<file path="config.mk">
export PLATFORM = sky130hd
export DESIGN_NAME = vga_text_bitgen
export DESIGN_NICKNAME = d
export VERILOG_FILES = /design/src/rtl/vga_pkg.sv /design/src/rtl/vga_blink_timer.sv /design/src/rtl/vga_text_bitgen.sv
export SDC_FILE = /design/constraint.sdc
export NUM_CORES = 1
export LEC_CHECK = 0
export CORE_ASPECT_RATIO = 1.1
export CORE_MARGIN = 5
export CORE_UTILIZATION = 30
export DETAILED_ROUTE_END_ITERATION = 8
export MAX_ROUTING_LAYER = met4
export PLACE_DENSITY = 0.53
export SLEW_MARGIN = 20
export SYNTH_ARGS = -nofsm -noshare
export SYNTH_HDL_FRONTEND = slang
export SYNTH_SLANG_ARGS = --single-unit
</file>
<file path="constraint.sdc">
create_clock -name clk -period 5.44 [get_ports clk]
set_input_delay 0.544 -clock clk [delete_from_list [all_inputs] [get_ports clk]]
set_output_delay 0.544 -clock clk [all_outputs]
set_load 0.02 [all_outputs]
</file>
<file path="src/rtl/vga_pkg.sv">
// Shared constants for the VGA text pixel generator: display modes, the
// 16-entry 3-3-2 palette, cursor colour and black.
package vga_pkg;

  typedef enum logic [1:0] {
    MODE_BLANK = 2'd0,
    MODE_TEXT  = 2'd1,
    MODE_SOLID = 2'd2,
    MODE_BARS  = 2'd3
  } vga_mode_e;

  localparam logic [7:0] BLACK     = 8'h00;
  localparam logic [7:0] CUR_COLOR = 8'h1F;

  // CGA-like colour set packed as RRRGGGBB
  localparam logic [7:0] PALETTE [16] = '{
    8'h00, 8'h02, 8'h10, 8'h12, 8'h80, 8'h82, 8'h88, 8'hB6,
    8'h49, 8'h4B, 8'h5D, 8'h5F, 8'hED, 8'hEF, 8'hFC, 8'hFF
  };

endpackage

</file>
<file path="src/rtl/vga_blink_timer.sv">
// Cursor blink timer: counts frameTick pulses and toggles phase every
// BLINK_FRAMES frames. phase resets to 1 so the cursor starts visible.
module vga_blink_timer #(
  parameter int BLINK_FRAMES = 30
) (
  input  logic clk,
  input  logic rst_n,
  input  logic frameTick,
  output logic phase
);

  localparam int CNT_W = (BLINK_FRAMES > 1) ? $clog2(BLINK_FRAMES) : 1;
  localparam logic [CNT_W-1:0] CNT_LAST = CNT_W'(BLINK_FRAMES - 1);

  logic [CNT_W-1:0] cnt;

  always_ff @(posedge clk or negedge rst_n) begin
    if (!rst_n) begin
      cnt   <= '0;
      phase <= 1'b1;
    end else if (frameTick) begin
      if (cnt == CNT_LAST) begin
        cnt   <= '0;
        phase <= ~phase;
      end else begin
        cnt <= cnt + 1'b1;
      end
    end
  end

endmodule

</file>
<file path="src/rtl/vga_text_bitgen.sv">
// Three-stage VGA pixel generator (text / solid / bars) with cursor box.
// Define VGA_CURSOR_BLINK_EN to gate the cursor with a frame-based blink timer.
module vga_text_bitgen
  import vga_pkg::*;
#(
  parameter int RGB_W        = 8,
  parameter int GLYPH_W      = 8,
  parameter int GLYPH_H      = 16,
  parameter int COLS         = 80,
  parameter int ROWS         = 30,
  parameter int CUR_R        = 2,
  parameter int BLINK_FRAMES = 30
) (
  input  logic                              clk,
  input  logic                              rst_n,
  input  logic                              bright,
  input  logic [9:0]                        hCount,
  input  logic [9:0]                        vCount,
  input  logic                              hsyncIn,
  input  logic                              vsyncIn,
  input  logic                              frameTick,
  input  logic [1:0]                        mode,
  input  logic [RGB_W-1:0]                  bgColor,
  input  logic [9:0]                        curX,
  input  logic [9:0]                        curY,
  output logic [$clog2(COLS*ROWS)-1:0]      charAddr,
  input  logic [15:0]                       charData,
  output logic [8+$clog2(GLYPH_H)-1:0]      glyphAddr,
  input  logic [GLYPH_W-1:0]                glyphRow,
  output logic [RGB_W-1:0]                  rgb,
  output logic                              hsyncOut,
  output logic                              vsyncOut
);

  localparam int GX_W   = $clog2(GLYPH_W);
  localparam int GY_W   = $clog2(GLYPH_H);
  localparam int ADDR_W = $clog2(COLS*ROWS);

  localparam logic [9:0]        COLS_L = 10'(COLS);
  localparam logic [9:0]        ROWS_L = 10'(ROWS);
  localparam logic [ADDR_W-1:0] COLS_A = ADDR_W'(COLS);
  localparam logic [GX_W-1:0]   GX_MAX = GX_W'(GLYPH_W - 1);
  localparam logic signed [10:0] CUR_R_S = 11'(CUR_R);

  logic [9:0]        colIdx, rowIdx;
  logic              onGrid0, hit0;
  logic signed [10:0] dx, dy;

  logic [GX_W-1:0]   glyphX1, glyphX2;
  logic [GY_W-1:0]   gLine1;
  logic              onGrid1, bright1, hs1, vs1, hit1;
  logic              onGrid2, bright2, hs2, vs2, hit2;
  vga_mode_e         mode1, mode2;
  logic [RGB_W-1:0]  bg1, bg2;
  logic [2:0]        bar1, bar2;
  logic [7:0]        attr2;
  logic              cursorOn, pixel;
  logic [RGB_W-1:0]  nextRgb;

  // S0: cell lookup and cursor box test; 11-bit signed math avoids wrap at 0/1023
  always_comb begin
    colIdx   = hCount >> GX_W;
    rowIdx   = vCount >> GY_W;
    onGrid0  = (colIdx < COLS_L) && (rowIdx < ROWS_L);
    charAddr = onGrid0 ? (ADDR_W'(rowIdx) * COLS_A + ADDR_W'(colIdx)) : '0;
    dx       = $signed({1'b0, hCount}) - $signed({1'b0, curX});
    dy       = $signed({1'b0, vCount}) - $signed({1'b0, curY});
    hit0     = (dx >= -CUR_R_S) && (dx <= CUR_R_S) && (dy >= -CUR_R_S) && (dy <= CUR_R_S);
  end

  assign glyphAddr = {charData[7:0], gLine1};

  always_ff @(posedge clk or negedge rst_n) begin
    if (!rst_n) begin
      glyphX1 <= '0; gLine1 <= '0; onGrid1 <= 1'b0; bright1 <= 1'b0;
      hs1 <= 1'b1; vs1 <= 1'b1; hit1 <= 1'b0; mode1 <= MODE_BLANK;
      bg1 <= '0; bar1 <= '0;
      glyphX2 <= '0; onGrid2 <= 1'b0; bright2 <= 1'b0;
      hs2 <= 1'b1; vs2 <= 1'b1; hit2 <= 1'b0; mode2 <= MODE_BLANK;
      bg2 <= '0; bar2 <= '0; attr2 <= '0;
      rgb <= '0; hsyncOut <= 1'b1; vsyncOut <= 1'b1;
    end else begin
      glyphX1 <= hCount[GX_W-1:0];
      gLine1  <= vCount[GY_W-1:0];
      onGrid1 <= onGrid0;
      bright1 <= bright;
      hs1     <= hsyncIn;
      vs1     <= vsyncIn;
      hit1    <= hit0;
      mode1   <= vga_mode_e'(mode);
      bg1     <= bgColor;
      bar1    <= hCount[9:7];
      glyphX2 <= glyphX1;
      onGrid2 <= onGrid1;
      bright2 <= bright1;
      hs2     <= hs1;
      vs2     <= vs1;
      hit2    <= hit1;
      mode2   <= mode1;
      bg2     <= bg1;
      bar2    <= bar1;
      attr2   <= charData[15:8];
      rgb      <= nextRgb;
      hsyncOut <= hs2;
      vsyncOut <= vs2;
    end
  end

`ifdef VGA_CURSOR_BLINK_EN
  vga_blink_timer #(
    .BLINK_FRAMES(BLINK_FRAMES)
  ) u_blink (
    .clk      (clk),
    .rst_n    (rst_n),
    .frameTick(frameTick),
    .phase    (cursorOn)
  );
`else
  logic unusedTick;
  assign unusedTick = frameTick ^ (BLINK_FRAMES == 0);
  assign cursorOn   = 1'b1;
`endif

  // S2: colour priority -- blanking, cursor, then the selected mode
  always_comb begin
    pixel   = glyphRow[GX_MAX - glyphX2];
    nextRgb = RGB_W'(BLACK);
    if (!bright2) begin
      nextRgb = RGB_W'(BLACK);
    end else if (hit2 && cursorOn) begin
      nextRgb = RGB_W'(CUR_COLOR);
    end else begin
      case (mode2)
        MODE_BLANK: nextRgb = RGB_W'(BLACK);
        MODE_SOLID: nextRgb = bg2;
        MODE_BARS:  nextRgb = RGB_W'(PALETTE[{1'b0, bar2}]);
        MODE_TEXT:  nextRgb = !onGrid2 ? bg2 :
                              pixel ? RGB_W'(PALETTE[attr2[7:4]]) : RGB_W'(PALETTE[attr2[3:0]]);
        default:    nextRgb = RGB_W'(BLACK);
      endcase
    end
  end

endmodule

</file>
# Yosys cells after proc, flatten, opt, wreduce, memory -nomap -nowiden
# Memory sizes are Yosys's and may differ from the RTL's.
# Index checks and enable logic that the tools add are counted.
# word_totals
register_bits	64
mem_bits_ro	384
in_bits	80
out_inout_bits	34
elab_cells	66
memories	3
# memory_table
memory	words	width	rd	rd_ports_with_merged_regs	wr	line	source
(no name shown)	16	8	1	0	0	vga_text_bitgen.sv:138	pixel ? RGB_W'(PALETTE[attr2[7:4]]) : RGB_W'(PALETTE[attr2[3:0]]);
(no name shown)	16	8	1	0	0	vga_text_bitgen.sv:138	
(no name shown)	16	8	1	0	0	vga_text_bitgen.sv:136	MODE_BARS: nextRgb = RGB_W'(PALETTE[{1'b0, bar2}]);
# op_classes
addsub	4
multipliers	1
order_cmp	10
n_eq_ne	3
muxes	14
n_bitwise	3
reduce_logical	5
# op_table
op	count
$mux W8	10
$pmux W8 S4	1
$ge A11 B2 Y1 const B	2
$le A11 B3 Y1 const B	2
$sub A10 B10 Y11	2
$ge A5 B5 Y1 const B	3
$add A12 B7 Y12	1
$mux W12	1
$not A4 Y5	2
$mul A6 B3 Y8 const B	1
$lt A7 B7 Y1 const B	1
$lt A6 B5 Y1 const B	1
$not A3 Y5	1
$eq A2 B2 Y1 const B	2
$logic_and A1 B1 Y1	4
$lt A3 B4 Y1 const B	1
$bmux W1 S3	1
$sub A3 B3 Y3 const A	1
$eq A2 B1 Y1 const B	1
$logic_not A2 Y1	1
$mux W1	1

# Longest topological paths before layout
# Gate-level depths: netlist of the first run.
# depth
depth_word	9
mapped_depth	11

# Worst setup path before layout of the first run
# OpenSTA, ideal clock, no wires.
# synth_timing
path_kind	input-to-output
from	in vCount[5]
to	out charAddr[11]
arrival_time_ns	2.376
required_ns	4.896
path_slack_ns	2.520
stages	8
path_cell_list	ha_1 ha_1 inv_1 fa_1 nor3b_1 nand3_1 xnor2_1 nor2_1
# synth_between
elab_chain_len	3
word_cells_on_any_way	5
cone_classes	1 x add/sub; 1 x mul; 1 x order compare; 1 x mux; 1 x reduce/logical
# synth_lines
element	line	source
start, declared	vga_text_bitgen.sv:18	input logic [9:0] vCount,
$mul A6 B3 Y8 / $lt A6 B5 Y1 (equally long branches)	vga_text_bitgen.sv:65, vga_text_bitgen.sv:64	
$add A12 B7 Y12 / $logic_and A1 B1 Y1 (equally long branches)	vga_text_bitgen.sv:65, vga_text_bitgen.sv:64	
$mux W12 *	vga_text_bitgen.sv:65	charAddr = onGrid0 ? (ADDR_W'(rowIdx) * COLS_A + ADDR_W'(colIdx)) : '0;
end, declared	vga_text_bitgen.sv:26	output logic [$clog2(COLS*ROWS)-1:0] charAddr,
# Every way passes the cells marked *; elsewhere a longest branch is shown, timed or not.

# Worst setup path after layout of the first run
# Same ends and word-level chain as after synthesis.

==> results of run 1 <==
-- power by group through the flow --
stage,registers (µW),logic (µW),clock network [µW]
floorplan,527,196,0
global placement,526,317,0
detailed placement,526,320,0
CTS,518,323,665
global route,522,358,685
finish,518,319,648
-- metal layers --
layer	vias to the layer above	GRT usage [%]
met5	-	-
met4	0	4.37
met3	11	3.00
met2	76	21.0
met1	1363	14.7
li1	1477	-
-- stage by stage --
stage | std cells | hold WS [ps] | worst slack, ps | cell area, µm²
floorplan | 368 | 248 | 2520 | 3700
global placement | 605 | 332 | 1400 | 4770
detailed placement | 605 | 336 | 1380 | 4770
CTS | 621 | 343 | 1360 | 5110
global route | 621 | 352 | 1210 | 5120
finish | 621 | 344 | 1390 | 5120
-- placed cells by master (no fill, tap or decap), drive strengths merged, types with 11 or more instances in the layout --
master / netlist / routed
a21oi: 17 / 17
dfrtp: 58 / 58
ha: 31 / 31
clkdlybuf4s50: 0 / 95
nand3: 13 / 13
inv: 41 / 41
o21ai: 18 / 18
nand2: 17 / 17
xnor2: 13 / 13
nor2: 31 / 31
clkbuf: 5 / 11
-- area by class of cell --
type	instances	area, µm²	share of cell area (%)
Sequential cell	64	1610	31.5
Tap cell	154	193	3.77
Timing Repair Buffer	97	963	18.8
Clock inverter	5	104	2.03
Multi-Input combinational cell	249	1850	36.2
Clock buffer	11	243	4.74
Inverter	41	154	3.01
-- flip-flops by register name (all words and copies together) (netlist names), 2 cells and up --
name,flops
glyphX1,3
attr2,8
bar2,3
gLine1,4
bg2,8
mode1,2
glyphX2,3
rgb,8
bg1,8
bar1,3
mode2,2
-- worst register-to-register path, stage by stage (launching register included) --
cell       delay [ps]
dfrtp_1           380
mux4_2            520
mux2i_2           590
nor3b_1           120
a31oi_1           310
o2111ai_1         220
o211ai_1          140
a21boi_0          120
-- kinds of logic after synthesis --
logic type	after synthesis	synth area share [%]
buffers and inverters	55	6.50
and+or+nand+nor	102	13.8
adders and majority gates	35	12.7
muxes	9	3.11
xor gates and xnor gates	19	4.50
DFF	64	43.5
AOI/OAI and AO/OA	84	15.9
-- path summary, 6_finish.rpt --
kind	start	to	slack [ps]	cells past startpoint
worst max-delay path	vCount[5]	charAddr[11]	1390	10
worst min-delay path	bg1[1]	bg2[1]	340	0
worst max register to register	glyphX2[0]	rgb[2]	2920	7
worst min register to register	bg1[1]	bg2[1]	340	0
max in group asynchronous	rst_n	rgb[5]	4570	2
min in group asynchronous	rst_n	attr2[4]	390	2
==> results.md, run 1 <==
- Comb pwr share: 21.5%
- Top delay family on crit path: buffers and inverters
- Final setup violation count: 0
- Final GP Congestion: 0.832
- Ys flop type: dfrtp_1
- Clock Sinks: 64
- Clk Tree Root Cell: clkbuf_16
- Clock Latency Late Sink: 320 ps
- Cts hold-fix bufs: 0
- Core Footprint: 12,000 µm²
- Slew margin rel.: 50.0%
- Final Core Density: 42.5%
- Vias: 2,927
- Met2 WL post-DR: 4360 µm
- Most numerous cell in the Yosys netlist: dfrtp_1
- Min Clock Period, post-route: 4050 ps
- Antenna violations before repair: 0
- Switching Share: 24.3%
- Peak supply drop: 0.192 mV
- Max-Cap Viols: 0
- Crit start category: input port
- Cells along the critical path: clkdlybuf4s50_1 -> ha_1 -> ha_1 -> inv_1 -> fa_1 -> nor3b_1 -> nand3_1 -> xnor2_1 -> nor2_1 -> clkdlybuf4s50_1
- Drt pass-1 iters: 4
- Hold violation count in the final report: 0
- Met3 wire len: 382 µm
- Least-Margin Pin Slew: 750 ps
- Initial Util: 30.7%
- Vias in the first global route: 3,093
- CTS tree: done
- CP peak stage delay: 620 ps
- Number of synthesized flops with an enable pin: 0
- Die Ht: 126 µm
- Register area share after synthesis: 43.5%
- Setup crit end kind: primary output
- Switching power: 361 µW
- Internal Dissipation: 1120 µW
- Syn avg cell area: 10.0 µm²
- Synthesized area: 3700 µm²
- Fmax achieved: 0.247 GHz
- Buffers on Ports: 96
- Fin crit share: 74.4%
- ANT nets after route: 0
- Number of CTS-inserted buffers: 9
- Largest net degree at the start of global routing: 65
- Die width: 116 µm
- WP data arrival: 3510 ps
- Via-per-instance ratio: 4.71
- CTS Buffer Depth: 2
- Slew Viols, Final: 0
- Iter 0 DRT Violations: 106
- Number of synthesized register bits: 64
- Routed wire per std cell: 13.7 µm
- CTS resizes: 0
- Tot GR Track Use: 12.6%
- Pleak: 0.00223 µW
- Post-CTS Setup Inserts: 0
- H-tree depth: 3
- Tot Pwr: 1480 µW
- Synth top cells by count: 58 x dfrtp_1, 41 x inv_1, 31 x ha_1, 31 x nor2_1, 18 x o21ai_0
- Final Skew: 4.13 ps
- CP max-delay cell: clkdlybuf4s50_1
- Fillers: 1,182
- Worst-path clk slew: 50 ps
- Crit path max fanout: 5
- Largest area contributor in the netlist: dfrtp_1
- WL met1: 3640 µm
- Synth warn: 0
- RSZ-0062 raised after global routing: no
- Cell count after synthesis: 368
- Top sig layer: met4
- First-pass GRT wire length: 14,400 µm
- GRT overflow: 0
- Nets: 577
- Unique cell type count in the Yosys netlist: 53
- Power Dens Cells: 290 nW/µm²
- Row cnt: 42
- Mapped Nets: 483
- Antenna cells: 0
- Power share of the clock group: 43.6%
- Outcome: complete, no violations
- Total Wirelength: 8490 µm
- Area Overhead vs Synth: 38.4%
- Die footprint: 14,600 µm²
- Post-synth ARST share: 100%
- Detailed Place HPWL: 6740 µm
- # DRC: 0
- Worst setup path class: in -> out
- Part of the power in registers: 34.9%
- Tightest Hold Check Type: reg -> reg
- # IOs: 114
- Final setup TNS: 0 ps
- Share of cells above drive strength 1: 6.42%
- Crit path buf inv count: 3
- Synth top area share: 39.3%
- Largest cells by area after synthesis: dfrtp_1 39%, ha_1 10%, dfstp_2 4.3%
- Required @ worst endpoint: 4900 ps
(Power assumes the default switching activity.)
==> inputs of run 2 (changes only) <==
clock period = 3.9 ns   (was 5.44 ns; I/O delays follow)
==> run 2 against run 1 <==
  * First-iteration DRC count fell by 12%
  * Count of clock-buffer cells in the layout rose by 4
  * Final cell count increased by 0.16%
  * Core utilization is 0.52 points lower
  * Clock skew about the same
  * Design area down 1.2%
  * Via count rose by 2.7%
  * Sequential share of layout area up 0.39 points
  * Setup slack got worse by 1100 ps
  * Critical path type unchanged
  * Largest power group is now sequential cells
==> results.md, run 2 (same netlist as run 1, synthesis figures left out) <==
- Outcome: complete, no violations
- Fin area: 5050 µm²
- Largest net degree at the start of global routing: 35
- Drt pass-1 iters: 4
- Least-Margin Pin Slew: 677 ps
- Clock Sinks: 64
- Vias in the first global route: 3,110
- Total Wirelength: 8550 µm
- Comb pwr share: 24.0%
- Part of the power in registers: 38.5%
- Internal Dissipation: 1390 µW
- Antenna cells: 0
- Worst-path clk slew: 50 ps
- Clk Tree Root Cell: clkbuf_16
- Hold_ws: 106 ps
- Fillers: 1,221
- H-tree depth: 3
- Nets: 579
- Die footprint: 14,600 µm²
- Final Core Density: 42.0%
- Worst setup path class: in -> out
- Antenna violations before repair: 0
- Via-per-instance ratio: 4.83
- ANT nets after route: 0
- Iter 0 DRT Violations: 93
- Crit start category: input port
- Most frequent cells in the layout: 95 x clkdlybuf4s50_1, 58 x dfrtp_1, 41 x inv_1
- Leading cell type in the layout, fill and taps excluded: clkdlybuf4s50_1
- RSZ-0062 raised after global routing: no
- Tightest Hold Check Type: in -> async
- GRT overflow: 0
- Crit path max fanout: 4
- Post-DP Area: 4780 µm²
- Power Dens Cells: 372 nW/µm²
- Vias: 3,006
- Post-CTS Setup Inserts: 0
- Die width: 116 µm
- Fmax achieved: 0.275 GHz
- Slew margin rel.: 54.9%
- Tot GR Track Use: 12.8%
- First-pass GRT wire length: 14,500 µm
- Row cnt: 42
- Final setup TNS: 0 ps
- Clock Latency Late Sink: 320 ps
- Required @ worst endpoint: 3510 ps
- Cts hold-fix bufs: 0
- Setup crit end kind: primary output
- R2R depth: 8
- Initial Util: 30.7%
- Tot Pwr: 1880 µW
- Final GP Congestion: 0.841
- Peak supply drop: 0.227 mV
- Number of CTS-inserted buffers: 9
- Pleak: 0.00221 µW
- Detailed Place HPWL: 6790 µm
- Core Footprint: 12,000 µm²
- Switching Share: 26.1%
- Switching power: 490 µW
- Hold violation count in the final report: 0
- CTS tree: done
- Power share of the clock group: 37.5%
- Routed wire per std cell: 13.7 µm
- Die Ht: 126 µm
- Share of cells above drive strength 1: 5.98%
- Final Skew: 4.03 ps
- # DRC: 0
- Final setup violation count: 0
- Area Overhead vs Synth: 36.7%
- Buffers on Ports: 96
- Slew Viols, Final: 0
- CTS Buffer Depth: 2
- WP data arrival: 3240 ps
- Min Clock Period, post-route: 3630 ps
- # IOs: 114
- Fin crit share: 93.1%
- Max-Cap Viols: 0
==> run 2: area by class of cell <==
cell class / count / area, µm² / area share, %
clock buffers: 15 / 268 / 5.30
inverters: 41 / 154 / 3.05
multi-input cells: 249 / 1850 / 36.6
flip-flops and latches: 64 / 1610 / 31.8
well taps: 154 / 193 / 3.81
repair buffers: 99 / 978 / 19.4
==> run 2: critical path, stage by stage <==
cell and delay [ps]:
clkdlybuf4s50_1 490, ha_1 320, ha_1 170, inv_1 60, fa_1 400, xnor2_1 300, nor3b_1 270, xnor2_1 100
nor2_1 130, clkdlybuf4s50_1 620
==> run 2: metal layers <==
metal  vias to the layer above  global-route usage [%]  share of wire [%]
met4                         0                    6.69                3.1
li1                       1483                       -                  -
met3                        23                    2.57                4.8
met5                         -                       -                  0
met1                      1406                    15.2                 43
met2                        94                    20.3                 50
==> run 2: power by group through the flow <==
| stage | logic [µW] | registers, µW | clock network [µW] |
|---|---|---|---|
| 6_report | 451 | 723 | 705 |
| 5_1_grt | 503 | 728 | 752 |
| 4_1_cts | 453 | 723 | 729 |
| 3_5_place_dp | 449 | 733 | 0 |
| 3_3_place_gp | 447 | 733 | 0 |
| 2_1_floorplan | 273 | 736 | 0 |
==> run 2: timing repair <==
| item | CTS | global route |
|---|---|---|
| resized for setup | 0 | 1 |
| endpoints found under the hold margin | 0 | 0 |
| setup endpoints to repair | 0 | 1 |
==> run 2: final timing paths <==
| path | start | to | slack, ps |
|---|---|---|---|
| worst min register to register | mode1[0] | mode2[0] | 340 |
| worst min-delay path | rst_n | attr2[1] | 110 |
| worst max-delay path | vCount[7] | charAddr[10] | 270 |
| max in group asynchronous | rst_n | gLine1[1] | 2920 |
| worst max register to register | glyphX2[0] | rgb[2] | 1710 |
| min in group clk | mode1[0] | mode2[0] | 340 |
==> run 2: stage by stage <==
stage | instances | setup slack (ps)
2_1_floorplan | 368 | 1290
3_3_place_gp | 607 | 270
3_5_place_dp | 607 | 197
4_1_cts | 622 | 171
5_1_grt | 622 | 82.0
6_report | 622 | 269
==> inputs of run 3 (changes only) <==
GPL_ROUTABILITY_DRIVEN = 0   (was default)
==> run 3 against run 2 <==
  * Wire length down 3.7%
  * Hold slack worse by 14 ps
  * Fmax fell by 1.5%
  * Setup slack worse by 57 ps
  * Sequential power is essentially flat
  * Clock power decreased by 1%
  * First-iteration DRC count shrank 16%
  * Clock skew about the same
  * Core utilization fell by 0.052 points
  * Count of clock-buffer cells in the layout shrank 3
  * Final cell count rose by 0.16%
  * Critical path depth did not move
  * Largest cell class unchanged
==> results.md, run 3 (same netlist as run 1, synthesis figures left out) <==
- Peak supply drop: 0.256 mV
- Setup crit end kind: primary output
- Slew Viols, Final: 0
- GRT overflow: 0
- Core Footprint: 12,000 µm²
- Tightest Hold Check Type: in -> async
- Worst setup path class: in -> out
- Final Core Density: 41.9%
- Crit start category: input port
- Leading cell type in the layout, fill and taps excluded: clkdlybuf4s50_1
- Min Clock Period, post-route: 3690 ps
- Clock Sinks: 64
- Cts hold-fix bufs: 0
- Routed wire per std cell: 13.2 µm
- Fillers: 1,191
- First-pass GRT wire length: 14,200 µm
- Pleak: 0.00221 µW
- Power share of the clock group: 37.3%
- CP max-delay cell: clkdlybuf4s50_1
- Power Dens Cells: 369 nW/µm²
- Final setup TNS: 0 ps
- WP data arrival: 3300 ps
- Clk Tree Root Cell: clkbuf_16
- Fin crit share: 94.5%
- Via-per-instance ratio: 4.71
- Seq. cell area: 1610 µm²
- Comb pwr share: 23.9%
- Clock Latency Late Sink: 330 ps
- Share of cells above drive strength 1: 6.40%
- Worst-path clk slew: 50 ps
- Antenna violations before repair: 0
- Buffers on Ports: 96
- Post-CTS Setup Inserts: 0
- Vias: 2,933
- Number of CTS-inserted buffers: 9
- Initial Util: 30.7%
- Post-DP Area: 4780 µm²
- CP peak stage delay: 610 ps
- Detailed Place HPWL: 6620 µm
- Fmax achieved: 0.271 GHz
- Part of the power in registers: 38.8%
- # DRC: 0
- Largest net degree at the start of global routing: 35
- Row cnt: 42
- Hold violation count in the final report: 0
- Vias in the first global route: 3,084
- Nets: 579
- RSZ-0062 raised after global routing: no
- Switching Share: 26.6%
- Iter 0 DRT Violations: 78
- Most frequent cells in the layout: 95 x clkdlybuf4s50_1, 58 x dfrtp_1, 41 x inv_1
- Die Ht: 126 µm
- H-tree depth: 3
- Internal Dissipation: 1370 µW
- Slew margin rel.: 56.3%
- Die width: 116 µm
- Crit path max fanout: 4
- Die footprint: 14,600 µm²
- Total Wirelength: 8230 µm
- CTS resizes: 0
- Antenna cells: 0
- Fin area: 5050 µm²
- CTS Buffer Depth: 2
- Tot GR Track Use: 12.4%
- Switching power: 495 µW
- CTS tree: done
- Multi-input gate area: 1850 µm²
- Area Overhead vs Synth: 36.6%
- Final setup violation count: 0
- Cells along the critical path: clkdlybuf4s50_1 -> ha_1 -> ha_1 -> inv_1 -> fa_1 -> nor3b_1 -> nand3_1 -> xnor2_1 -> nor2_1 -> clkdlybuf4s50_1
- Max-Cap Viols: 0
- ANT nets after route: 0
- # IOs: 114
- Drt pass-1 iters: 4
- Least-Margin Pin Slew: 656 ps
- Outcome: complete, no violations
- Required @ worst endpoint: 3510 ps
- Final Skew: 4.42 ps
## run 3: path summary, 6_finish.rpt
path                       depth (start not counted)  startpoint  slack, ps            to
max                                               10   vCount[7]        210  charAddr[11]
min                                                1       rst_n         90      attr2[6]
max reg2reg                                        8  glyphX2[0]       1720        rgb[2]
min reg2reg                                        0      bg1[5]        340        bg2[5]
max in group asynchronous                          2       rst_n       2950      mode2[0]
min in group clk                                   0      bg1[5]        340        bg2[5]
## run 3: stage by stage
stage,total power (µW),hold slack [ps],instances,setup slack [ps]
after floorplan,1010,94.4,368,1290
after global placement,1180,333,607,246
after detailed placement,1180,335,607,249
after CTS,1890,109,623,224
after global routing,1980,150,623,40.3
final,1860,92.2,623,213
## run 3: layout make-up
class | count | share of cell area [%]
flip-flops and latches | 64 | 31.9
repair buffers | 99 | 19.4
multi-input cells | 249 | 36.6
clock buffers | 12 | 4.88
clock inverters | 4 | 0.397
inverters | 41 | 3.05
well taps | 154 | 3.82
## run 3: metal layers
metal,wire length [µm],GRT usage (%),part of all wire (%)
met4,114,4.03,1.4
met2,4060,19.9,49
met3,499,3.81,6.1
met5,0,-,0
met1,3560,14.9,43
## run 3: power groups by stage
stage	combinational [µW]	clock (µW)	sequential [µW]
floorplan	273	0	736
global placement	445	0	733
detailed placement	447	0	733
CTS	452	718	723
global route	501	747	728
finish	446	696	722
## run 3: worst max-delay path, delay by kind of cell
family        cells  cell delay [ps]
fa+ha+maj         3              940
xor+xnor          1              140
buf+inv           3             1230
simple gates      3              590
